### src/rtl/uart_tx_fifo.sv
// Purpose: byte FIFO in front of uart_tx; launches one stored byte per frame via a tx_enable pulse.
// Latency: a byte written into an empty FIFO launches on the next edge when uart_tx is idle.
// Backpressure: o_wr_ready drops while full; writes offered while full are dropped and set o_overflow.
// Ports: i_clk, i_rst (synchronous, active-high);
//        i_wr_valid/i_wr_data/o_wr_ready producer write port;
//        o_tx_enable/o_tx_data/i_tx_busy uart_tx launch handshake;
//        o_count/o_empty/o_full fill status; o_overflow sticky drop flag, cleared by i_clr_ovf.
module uart_tx_fifo #(
    parameter int Depth       = 16,
    parameter int AddrWidth   = 4,
    parameter int BusyTimeout = 8
) (
    input  logic                 i_clk,
    input  logic                 i_rst,
    input  logic                 i_wr_valid,
    input  logic [7:0]           i_wr_data,
    output logic                 o_wr_ready,
    output logic                 o_tx_enable,
    output logic [7:0]           o_tx_data,
    input  logic                 i_tx_busy,
    output logic [AddrWidth:0]   o_count,
    output logic                 o_empty,
    output logic                 o_full,
    output logic                 o_overflow,
    input  logic                 i_clr_ovf
);

    localparam int                  TmoWidth  = (BusyTimeout > 1) ? $clog2(BusyTimeout) : 1;
    localparam logic [AddrWidth:0]  FullCount = (AddrWidth + 1)'(Depth);
    localparam logic [TmoWidth-1:0] TmoLast   = TmoWidth'(BusyTimeout - 1);

    typedef enum logic [1:0] {
        ST_IDLE,
        ST_WAIT_BUSY,
        ST_WAIT_DONE
    } state_e;

    state_e               state_q, state_d;
    logic [7:0]           mem_q [Depth];
    logic [AddrWidth-1:0] wr_ptr_q, wr_ptr_d;
    logic [AddrWidth-1:0] rd_ptr_q, rd_ptr_d;
    logic [AddrWidth:0]   count_q, count_d;
    logic [TmoWidth-1:0]  tmo_q, tmo_d;
    logic                 tx_enable_q, tx_enable_d;
    logic [7:0]           tx_data_q, tx_data_d;
    logic                 overflow_q, overflow_d;
    logic                 wr_accept;
    logic                 launch;

    // ------------------------------------------------------------------
    // Write side and fill count
    // ------------------------------------------------------------------
    always_comb begin
        // Ready comes from the registered count, so a pop in the same
        // cycle cannot make room for a write offered while full.
        wr_accept = i_wr_valid && !o_full;
        wr_ptr_d  = wr_accept ? wr_ptr_q + AddrWidth'(1) : wr_ptr_q;

        count_d = count_q;
        case ({wr_accept, launch})
            2'b10:   count_d = count_q + (AddrWidth + 1)'(1);
            2'b01:   count_d = count_q - (AddrWidth + 1)'(1);
            default: count_d = count_q;
        endcase

        // Set has priority over clear.
        if (i_wr_valid && o_full) begin
            overflow_d = 1'b1;
        end else if (i_clr_ovf) begin
            overflow_d = 1'b0;
        end else begin
            overflow_d = overflow_q;
        end
    end

    // Storage needs no reset: the pointers define what is valid.
    always_ff @(posedge i_clk) begin
        if (wr_accept) begin
            mem_q[wr_ptr_q] <= i_wr_data;
        end
    end

    // ------------------------------------------------------------------
    // Sequencer: state register
    // ------------------------------------------------------------------
    always_ff @(posedge i_clk) begin
        if (i_rst) begin
            state_q <= ST_IDLE;
        end else begin
            state_q <= state_d;
        end
    end

    // ------------------------------------------------------------------
    // Sequencer: next state and busy-wait timeout
    // ------------------------------------------------------------------
    always_comb begin
        state_d = state_q;
        tmo_d   = '0;
        case (state_q)
            ST_IDLE: begin
                if (launch) begin
                    state_d = ST_WAIT_BUSY;
                end
            end
            ST_WAIT_BUSY: begin
                // A transmitter that never raises busy must not stall the
                // queue; after the timeout the byte is treated as sent.
                if (i_tx_busy) begin
                    state_d = ST_WAIT_DONE;
                end else if (tmo_q == TmoLast) begin
                    state_d = ST_IDLE;
                end else begin
                    tmo_d = tmo_q + TmoWidth'(1);
                end
            end
            ST_WAIT_DONE: begin
                if (!i_tx_busy) begin
                    state_d = ST_IDLE;
                end
            end
            default: state_d = ST_IDLE;
        endcase
    end

    // ------------------------------------------------------------------
    // Sequencer: outputs (launch pop, data hold, read pointer)
    // ------------------------------------------------------------------
    always_comb begin
        // Launch sees only the registered count, so a byte written this
        // edge is popped no earlier than the next one.
        launch      = (state_q == ST_IDLE) && (count_q != '0) && !i_tx_busy;
        tx_enable_d = launch;
        tx_data_d   = launch ? mem_q[rd_ptr_q] : tx_data_q;
        rd_ptr_d    = launch ? rd_ptr_q + AddrWidth'(1) : rd_ptr_q;
    end

    // ------------------------------------------------------------------
    // Datapath registers
    // ------------------------------------------------------------------
    always_ff @(posedge i_clk) begin
        if (i_rst) begin
            wr_ptr_q    <= '0;
            rd_ptr_q    <= '0;
            count_q     <= '0;
            tmo_q       <= '0;
            tx_enable_q <= 1'b0;
            tx_data_q   <= '0;
            overflow_q  <= 1'b0;
        end else begin
            wr_ptr_q    <= wr_ptr_d;
            rd_ptr_q    <= rd_ptr_d;
            count_q     <= count_d;
            tmo_q       <= tmo_d;
            tx_enable_q <= tx_enable_d;
            tx_data_q   <= tx_data_d;
            overflow_q  <= overflow_d;
        end
    end

    assign o_count     = count_q;
    assign o_empty     = (count_q == '0);
    assign o_full      = (count_q == FullCount);
    assign o_wr_ready  = ~o_full;
    assign o_tx_enable = tx_enable_q;
    assign o_tx_data   = tx_data_q;
    assign o_overflow  = overflow_q;

endmodule

### config.mk
export PLATFORM = sky130hd
export DESIGN_NAME = uart_tx_fifo
export DESIGN_NICKNAME = d
export VERILOG_FILES = /design/src/rtl/uart_tx_fifo.sv
export SDC_FILE = /design/constraint.sdc
export NUM_CORES = 1
export LEC_CHECK = 0
export BUFFER_PORTS_ARGS = -buffer_cell sky130_fd_sc_hd__buf_4
export CORE_UTILIZATION = 55
export DETAILED_ROUTE_END_ITERATION = 8
export PLACE_DENSITY = 0.75
export SETUP_SLACK_MARGIN = 0.15
export SLEW_MARGIN = 5
export SYNTH_ARGS = -nofsm -noshare
export SYNTH_HDL_FRONTEND = slang
export SYNTH_SLANG_ARGS = --single-unit
### constraint.sdc
create_clock -name i_clk -period 4 [get_ports i_clk]
set_clock_uncertainty 0.2 [all_clocks]
set_input_delay 0.4 -clock i_clk [delete_from_list [all_inputs] [get_ports i_clk]]
set_output_delay 0.4 -clock i_clk [all_outputs]
set_load 0.02 [all_outputs]
* After elaboration in Yosys (flattened, before gate mapping) *
Memory sizes are Yosys's and may differ from the RTL's. A register that Yosys moved wholly into a read port is not among the register bits.
Index checks and enable logic that the tools add are counted.

word-level totals
  output and inout port bits = 18
  RAM bits = 128
  input bits = 13
  memories kept = 1
  register bits = 20

cells by class
  bitwise operators = 2
  muxes and demuxes = 10
  add/sub/neg operators = 5
  eq/ne operators = 9
  reduce and logical (&&, ||, !) cells = 13

memories
  memory  depth  width  rd ports  clocked after memory_dff  wr ports  line  source
  mem_q   16     8      1         1                         1         39    logic [7:0] mem_q [Depth];

operators with widths
  kind                 count
  $pmux 5 s2           1
  $add 4x1->4 const B  2
  $mux 2               4
  $pmux 2 s3           1
  $add 5x1->5 const B  1
  $eq 5x5->1 const B   1
  $logic_not 5->1      1
  $reduce_bool 5->1    1
  $sub 5x1->5 const B  1
  $eq 2x1->1 const B   2
  $eq 2x2->1 const B   2
  $logic_and 1x1->1    4
  $mux 1               4
  $ne 2x2->1 const B   2
  $reduce_bool 2->1    2
  $reduce_or 4->1      1
  $add 3x1->3 const B  1
  $eq 3x3->1 const B   1
  $ne 3x3->1 const B   1
  $reduce_and 3->1     1
  $logic_not 1->1      2
  $logic_not 2->1      1
  $not 1->1            2

* Longest topological paths before layout *
Gate-level depths: netlist of run 1.

  word-level depth = 5
  depth in mapped cells = 13
  mapped depth without buffers = 12

* Worst setup path before layout of run 1 *
No wires, ideal clock.

  path kind = flip-flop to flip-flop
  from = register count_q[0] (netlist: o_count[0])
  to = register count_q[4] (netlist: o_count[4])
  setup slack = 507 ps
  period minus slack after synthesis = 3493 ps
  data arrival time = 3172 ps
  library setup time = 121 ps
  buffers on the path = 1
  stages on the path, launching flop included = 14
  cell sequence = dfxtp_1 nor4_1 and2_4 or4_1 buf_2 inv_2 ha_1 inv_1 fa_1 nor2b_1 o21ai_0 nand3_1 or3b_2 mux2_2

between the ends
  cells in the longest elaborated chain, start to end = 5
  elaborated cells on any way between the ends = 12
  classes of those cells = add/sub: 2; eq/ne: 3; mux: 1; reduce/logical: 6

RTL lines
  item                                                    line  source
  from (decl)                                             42    logic [AddrWidth:0] count_q, count_d;
  from (signal assigned)                                  153   count_q <= count_d;
  $reduce_bool 5->1 *                                     132   launch = (state_q == ST_IDLE) && (count_q != '0) && !i_tx_busy;
  $logic_and 1x1->1 * (2 in series)                       132
  net launch                                              48    logic launch;
  $eq 2x1->1 / $eq 2x2->1 (equally long branches)         60    case ({wr_accept, launch})
  $pmux 5 s2 / $reduce_bool 2->1 (equally long branches)  n/a

Mark *: on every way through the listed nets, which the timed path passes. The rest lies on a longest branch.
A chain may end at the register's enable or synchronous reset.

* Worst setup path in the final report of run 1 *
Same ends and word-level chain as after synthesis.

==> results of run 1 <==
## metrics by stage
stage               instances   util
global route              552  0.665
detailed placement        520  0.603
CTS                       552  0.665
finish                    552  0.665
global placement          520  0.603
floorplan                 362      -
## path summary, 6_finish.rpt
kind,from,end,slack (ns),cells after the start
setup reg to reg,o_count[0]$_SDFFE_PP0P_,o_count[4]$_SDFFE_PP0P_,0.38,11
setup / recovery,o_count[0]$_SDFFE_PP0P_,o_count[4]$_SDFFE_PP0P_,0.38,11
hold reg to reg,tmo_q[0]$_SDFF_PP0_,tmo_q[0]$_SDFF_PP0_,0.22,1
hold / removal,i_wr_valid,o_overflow$_SDFFE_PP0P_,0.03,3
## report_power, final
| group | switching [uW] | internal [uW] |
|---|---|---|
| sequential | 110 | 1860 |
| clock | 626 | 1170 |
| combinational | 448 | 389 |
| total | 1180 | 3430 |
## worst max-delay path, cell delays in order (launching register included)
cell and delay, ns:
dfxtp_1 0.35, nor4_1 0.55, and2_4 0.25, or4_1 0.30, inv_4 0.11, ha_1 0.26, ha_1 0.32, nor2b_1 0.15
o21ai_0 0.21, a21oi_1 0.10, or3b_2 0.44, mux2_2 0.27
## final cells by class
cell class,count,area [um^2],area share
clock buffer,18,429,0.0590
clock inverter,14,241,0.0332
inverter,10,40.0,0.00551
multi-input combinational,177,1700,0.234
sequential,156,4410,0.606
tap,140,175,0.0241
timing repair buffer,37,278,0.0382
## cells in the final DEF, fill, tap and decap left out, drive strengths merged, types with 10 or more instances in the layout
master  netlist  final
buf           7     37
clkbuf       12     18
dfxtp        28     28
edfxtp      128    128
ha           11     11
inv          10     12
mux2i        21     21
mux4         28     28
nand2        10     10
nor2         31     31
nor3         12     12
## sequential cells by signal (all words and copies together) (netlist names)
signal,flops
mem_q,128
o_count,5
o_overflow,1
o_tx_data,8
o_tx_enable,1
rd_ptr_q,4
state_q,2
tmo_q,3
wr_ptr_q,4
## metal layers
| layer | GRT usage | vias to the layer above |
|---|---|---|
| met4 | 0.109 | 0 |
| met5 | 0 | - |
| met3 | 0.0591 | 19 |
| li1 | - | 1479 |
| met2 | 0.344 | 120 |
| met1 | 0.280 | 1599 |
## cell families after synthesis
group,synth area share
buffers and inverters,0.0185
and+or+nand+nor,0.0682
AOI/OAI and AO/OA,0.0306
muxes,0.137
DFF,0.708
xor gates and xnor gates,0.0127
adders and majority gates,0.0253
## repair_timing
item / 4_1_cts / 5_1_grt
buffers inserted: 0 / 0
setup endpoints to repair: 0 / 1
resized for setup: 0 / 1
==> summary.txt, run 1 <==
Synthesis
  • Number of synthesized flops with an enable pin: about 130
  • Synth area leader: edfxtp_1
  • Sequential cell area fraction in the yosys report: 0.708
  • Netlist Area Pre-Place: between 6000 and 7000 um^2
  • Top cells by area, synth: edfxtp_1 62%, mux4_2 10%, dfxtp_1 9.0%
  • Net Count, Synth: between 300 and 400
  • Synth top cells by count: 128 x edfxtp_1, 31 x nor2_1, 28 x dfxtp_1, 28 x mux4_2, 21 x mux2i_1
  • Synth top area share: 0.618
  • Count of different cell masters after synthesis: 38
  • Synth warn: 0
  • Top FF cell, synth: edfxtp_1
  • Seq cells post-synth: approximately 160
  • Top-count cell post-synth: edfxtp_1
  • Post-synth ARST share: 0
  • Gate Count Post-Synth: around 360
  • Syn Area/Cell: between 15 and 20 um^2

Timing
  • Worst-Margin Slew: 0.962 ns
  • Max_slew headroom: 0.356
  • RSZ-0062 raised after global routing: false
  • Hold WS: roughly 0.025 ns
  • Final setup vio count: 0
  • Max Clock Freq: around 0.28 GHz
  • TNS Setup: 0 ns
  • Final Max Slew Viols: 0
  • Setup ws final: approximately 0.38 ns
  • Min cycle time layout: 3.62 ns
  • Fin crit share: 0.906
  • Final hold vios: 0

Status
  • Outcome: finished clean

Pwr
  • Power, Total: 4610 uW
  • Power density over the cells: around 630 nW/um^2
  • Worst IR Drop VDD: between 0.4 and 0.5 mV
  • Leakage: roughly 0.0024 uW

Detailed routing
  • Drt pass-1 iters: 4
  • DRT antenna net count: 0
  • WL met3: approximately 780 um
  • Via-to-Cell Ratio: just under 6
  • DRC viols: 0
  • Drt total wl: approximately 11,000 um
  • Post-Route M1 WL: 4740 um
  • 1st-iter DRT viols: around 240
  • WL met2: roughly 5700 um
  • Wire per inst: between 20 and 25 um
  • Top layer in use: met4
  • Via Count: between 3,000 and 4,000

Clock tree
  • Sink Count: ~160
  • Post-CTS Hold Buffers: 0
  • Worst skew pair latency: 0.42 ns
  • CTS Buf Count: 17
  • CTS Buffer Depth: 2
  • H-tree Lvls: 4
  • Root Driver: clkbuf_16
  • CTS tree: done
  • Clock transition at the registers of the reported paths: approximately 0.060 ns

Floorplan
  • Core Region: 10,900 um^2
  • Die width: about 110 um
  • Chip height: between 100 and 150 um
  • DIE AREA: around 12,000 um^2
  • FP Rows: 38
  • Io pins: 31
  • Initial Util: 0.569

Cells and area
  • Filler Cell Count: between 700 and 800
  • Diodes inserted: 0
  • Design Area, Final: approximately 7300 um^2
  • Area delta synth->final: 16.9%
  • Fin nets: roughly 420
  • Share of cells above drive strength 1: 0.262

Job
  • Max Cap Viol: 0

Global routing
  • Antenna violations before repair: 0
  • Largest net degree at the start of global routing: 39
  • Vias in the first global route: between 3,000 and 4,000
  • First-pass GRT wire length: roughly 18,000 um
  • GRT Util Overall: 0.218
  • Global route overflow: 0

Worst hold path
  • Hold Crit Class: in -> reg

Setup path
  • Type of origin of the critical path: flip-flop
  • WP data required: 4.11 ns
  • Critical Path AT: 3.73 ns
  • CP endpoint kind: flip-flop
  • Crit path max fanout: 10
  • Crit Path Class: reg -> reg

Placement
  • Buffers on Ports: 30
  • Dpl hpwl: 7200 um
  • Place WS: roughly 0.37 ns
  • RePlAce Congestion: slightly below 0.8
  • Placed Area: about 6600 um^2
No activity file was read; power rests on OpenSTA's default activity.
==> inputs of run 2 (changes only) <==
--- a/config.mk
+++ b/config.mk
@@ -9,5 +9,5 @@
 export CORE_UTILIZATION = 55
 export DETAILED_ROUTE_END_ITERATION = 8
-export PLACE_DENSITY = 0.75
+export PLACE_DENSITY = 0.78
 export SETUP_SLACK_MARGIN = 0.15
 export SLEW_MARGIN = 5
==> constraint.sdc (replaced) <==
create_clock -name i_clk -period 3.05 [get_ports i_clk]
set_clock_uncertainty 0.2 [all_clocks]
set_input_delay 0.1525 -clock i_clk [delete_from_list [all_inputs] [get_ports i_clk]]
set_output_delay 0.1525 -clock i_clk [all_outputs]
set_load 0.02 [all_outputs]
==> run 2 against run 1 <==
Compared with the run above:
- critical path depth grew 1
- power grew 30%
- worst setup slack lost 0.26 ns
- maximum frequency grew 23%
- critical endpoint unchanged
- largest cell class unchanged
- sequential share of layout area shrank 1.9 points
- combinational power grew 55%
- largest power group unchanged
- routed wire length grew 6.3%
- die area is the same
- register-to-register slack lost 0.26 ns
- sequential power grew 31%
==> summary.txt, run 2 (synthesized netlist as in run 1, its figures left out) <==
Status
  • Outcome: finished clean

Setup path
  • Type of origin of the critical path: flip-flop
  • Worst stage delay on the critical path: 0.46 ns (-0.09 ns)
  • CP endpoint kind: flip-flop
  • WP data required: 3.16 ns (-0.95 ns)
  • Reg2Reg Depth: 12 (+1)
  • Crit Path Class: reg -> reg
  • Slowest CP cell: or4_4
  • Crit path max fanout: 5 (-5)
  • CP Cell Sequence: nor4_4 > and2_4 > or4_4 > inv_8 > ha_4 > inv_2 > fa_2 > nor2b_4 > o21ai_2 > nand3_1 > or3b_4 > mux2_2
  • Critical Path AT: 3.05 ns (-0.68 ns)

Pwr
  • Power density over the cells: 796 nW/um^2 (+26%)
  • Power, Total: 6010 uW (+30%)
  • Leakage: 0.00257 uW (+5.7%)
  • Worst IR Drop VDD: 0.703 mV (+66%)

Floorplan
  • Chip height: 108 um (unchanged)
  • DIE AREA: 11,700 um^2 (unchanged)
  • Core Region: 10,900 um^2 (unchanged)
  • Die width: 108 um (unchanged)
  • Io pins: 31 (unchanged)
  • FP Rows: 38 (unchanged)
  • Initial Util: 0.569 (unchanged)

Timing
  • Max Clock Freq: 0.340 GHz (+23%)
  • Final hold vios: 0 (unchanged)
  • TNS Setup: 0 ns (unchanged)
  • Min cycle time layout: 2.94 ns (-0.685 ns)
  • Fin crit share: 0.963 (+0.0573)
  • Max_slew headroom: 0.385 (+0.0292)
  • Final setup vio count: 0 (unchanged)
  • RSZ-0062 raised after global routing: true
  • Final Max Slew Viols: 0 (unchanged)
  • Setup ws final: 0.113 ns (-0.265 ns)
  • Worst-Margin Slew: 0.919 ns (-0.0437 ns)

Worst hold path
  • WHS Path Cells: 1 (-2)
  • Hold Crit Class: reg -> reg

Detailed routing
  • DRT antenna net count: 0 (unchanged)
  • Drt pass-1 iters: 4 (unchanged)
  • Via Count: 3,367 (+4.7%)
  • Wire per inst: 20.9 um (+0.84%)
  • Drt total wl: 12,200 um (+6.3%)
  • 1st-iter DRT viols: 225 (-4.3%)
  • Via-to-Cell Ratio: 5.79 (-0.73%)
  • DRC viols: 0 (unchanged)

Cells and area
  • Largest register FFs: 128 (unchanged)
  • Non-Filler Instances: 582 (+5.4%)
  • Most frequent cells in the layout: 128 x edfxtp_1, 52 x buf_4, 31 x nor2_1
  • Filler Cell Count: 710 (-1.9%)
  • Share of cells above drive strength 1: 0.310 (+0.0478)
  • Fin nets: 454 (+7.1%)
  • Most common cell after layout, fill and taps aside: edfxtp_1
  • Diodes inserted: 0 (unchanged)
  • Biggest register: mem_q
  • Final core utilization: 0.690 (+0.0251)
  • Area delta synth->final: 21.3%

Placement
  • Place WS: 0.0694 ns (-0.305 ns)
  • Placed Instances: 536 (+3.1%)
  • Dpl hpwl: 7860 um (+9.0%)
  • RePlAce Congestion: 0.837 (+8.3%)
  • Buffers on Ports: 30 (unchanged)

Global routing
  • Met3 usage: 0.0585 (-0.000603)
  • Global route overflow: 0 (unchanged)
  • Largest net degree at the start of global routing: 28 (-28%)
  • Vias in the first global route: 3,579 (+13%)
  • Met2 Usage GRT: 0.412 (+0.0678)
  • First-pass GRT wire length: 19,000 um (+8.3%)
  • GRT Util Overall: 0.234 (+0.0160)
  • Antenna violations before repair: 0 (unchanged)
  • Gr busiest metal: met2
  • GRT met1 Usage: 0.275 (-0.00471)

Clock tree
  • Root Driver: clkbuf_16
  • Clock transition at the registers of the reported paths: 0.06 ns (about the same)
  • CTS tree: done
  • Sink Count: 156 (unchanged)
  • Setup bufs post-CTS: 0 (unchanged)
  • CTS Buffer Depth: 2 (unchanged)
  • H-tree Lvls: 4 (unchanged)
  • CTS Buf Count: 17 (unchanged)
  • Worst skew pair latency: 0.43 ns (about the same)

Job
  • Max Cap Viol: 0 (unchanged)
==> run 2: worst paths after layout <==
kind,end,slack (ns),startpoint
worst max-delay path,o_count[4]$_SDFFE_PP0P_,0.11,o_count[1]$_SDFFE_PP0P_
worst min-delay path,tmo_q[0]$_SDFF_PP0_,0.23,tmo_q[0]$_SDFF_PP0_
worst min register to register,tmo_q[0]$_SDFF_PP0_,0.23,tmo_q[0]$_SDFF_PP0_
worst max register to register,o_count[4]$_SDFFE_PP0P_,0.11,o_count[1]$_SDFFE_PP0P_
==> run 2: power by group <==
part           internal [uW]  switching [uW]  total (uW)
combinational            619             676        1300
clock                   1240             900        2140
sequential              2460             119        2580
==> run 2: routing by layer <==
metal  part of all wire  wire length, um
met1               0.42             5170
met4              0.023              282
met3              0.034              409
met5                  0                0
met2               0.52             6310
==> run 2: timing repair <==
item | CTS | global route
hold endpoints to repair | 147 | 0
gates resized for setup | 2 | 1
hold buffers | 14 | 0
endpoints found under the setup margin | 1 | 1
pin swaps | 0 | 0
==> run 2: cell type report <==
class,count,area [um^2],area share
Clock buffer,17,425,0.0564
Multi-Input combinational cell,177,1750,0.232
Sequential cell,156,4430,0.586
Clock inverter,15,174,0.0230
Tap cell,140,175,0.0232
Inverter,10,45.0,0.00597
Timing Repair Buffer,67,551,0.0730
==> run 2: worst max-delay path, delay by kind of cell, from the launching register on <==
family	cells	cell delay, ns
fa+ha+maj	2	0.52
buf+inv	2	0.14
flops	1	0.38
mux	1	0.27
compound gates	1	0.08
simple gates	6	1.25
==> run 2: through the flow <==
| stage | hold WS (ns) | cell area (um^2) |
|---|---|---|
| after floorplan | 0.0514 | 6290 |
| after global placement | 0.192 | 6800 |
| after detailed placement | 0.206 | 6800 |
| after CTS | 0.241 | 7540 |
| after global routing | 0.257 | 7550 |
| final | 0.229 | 7550 |
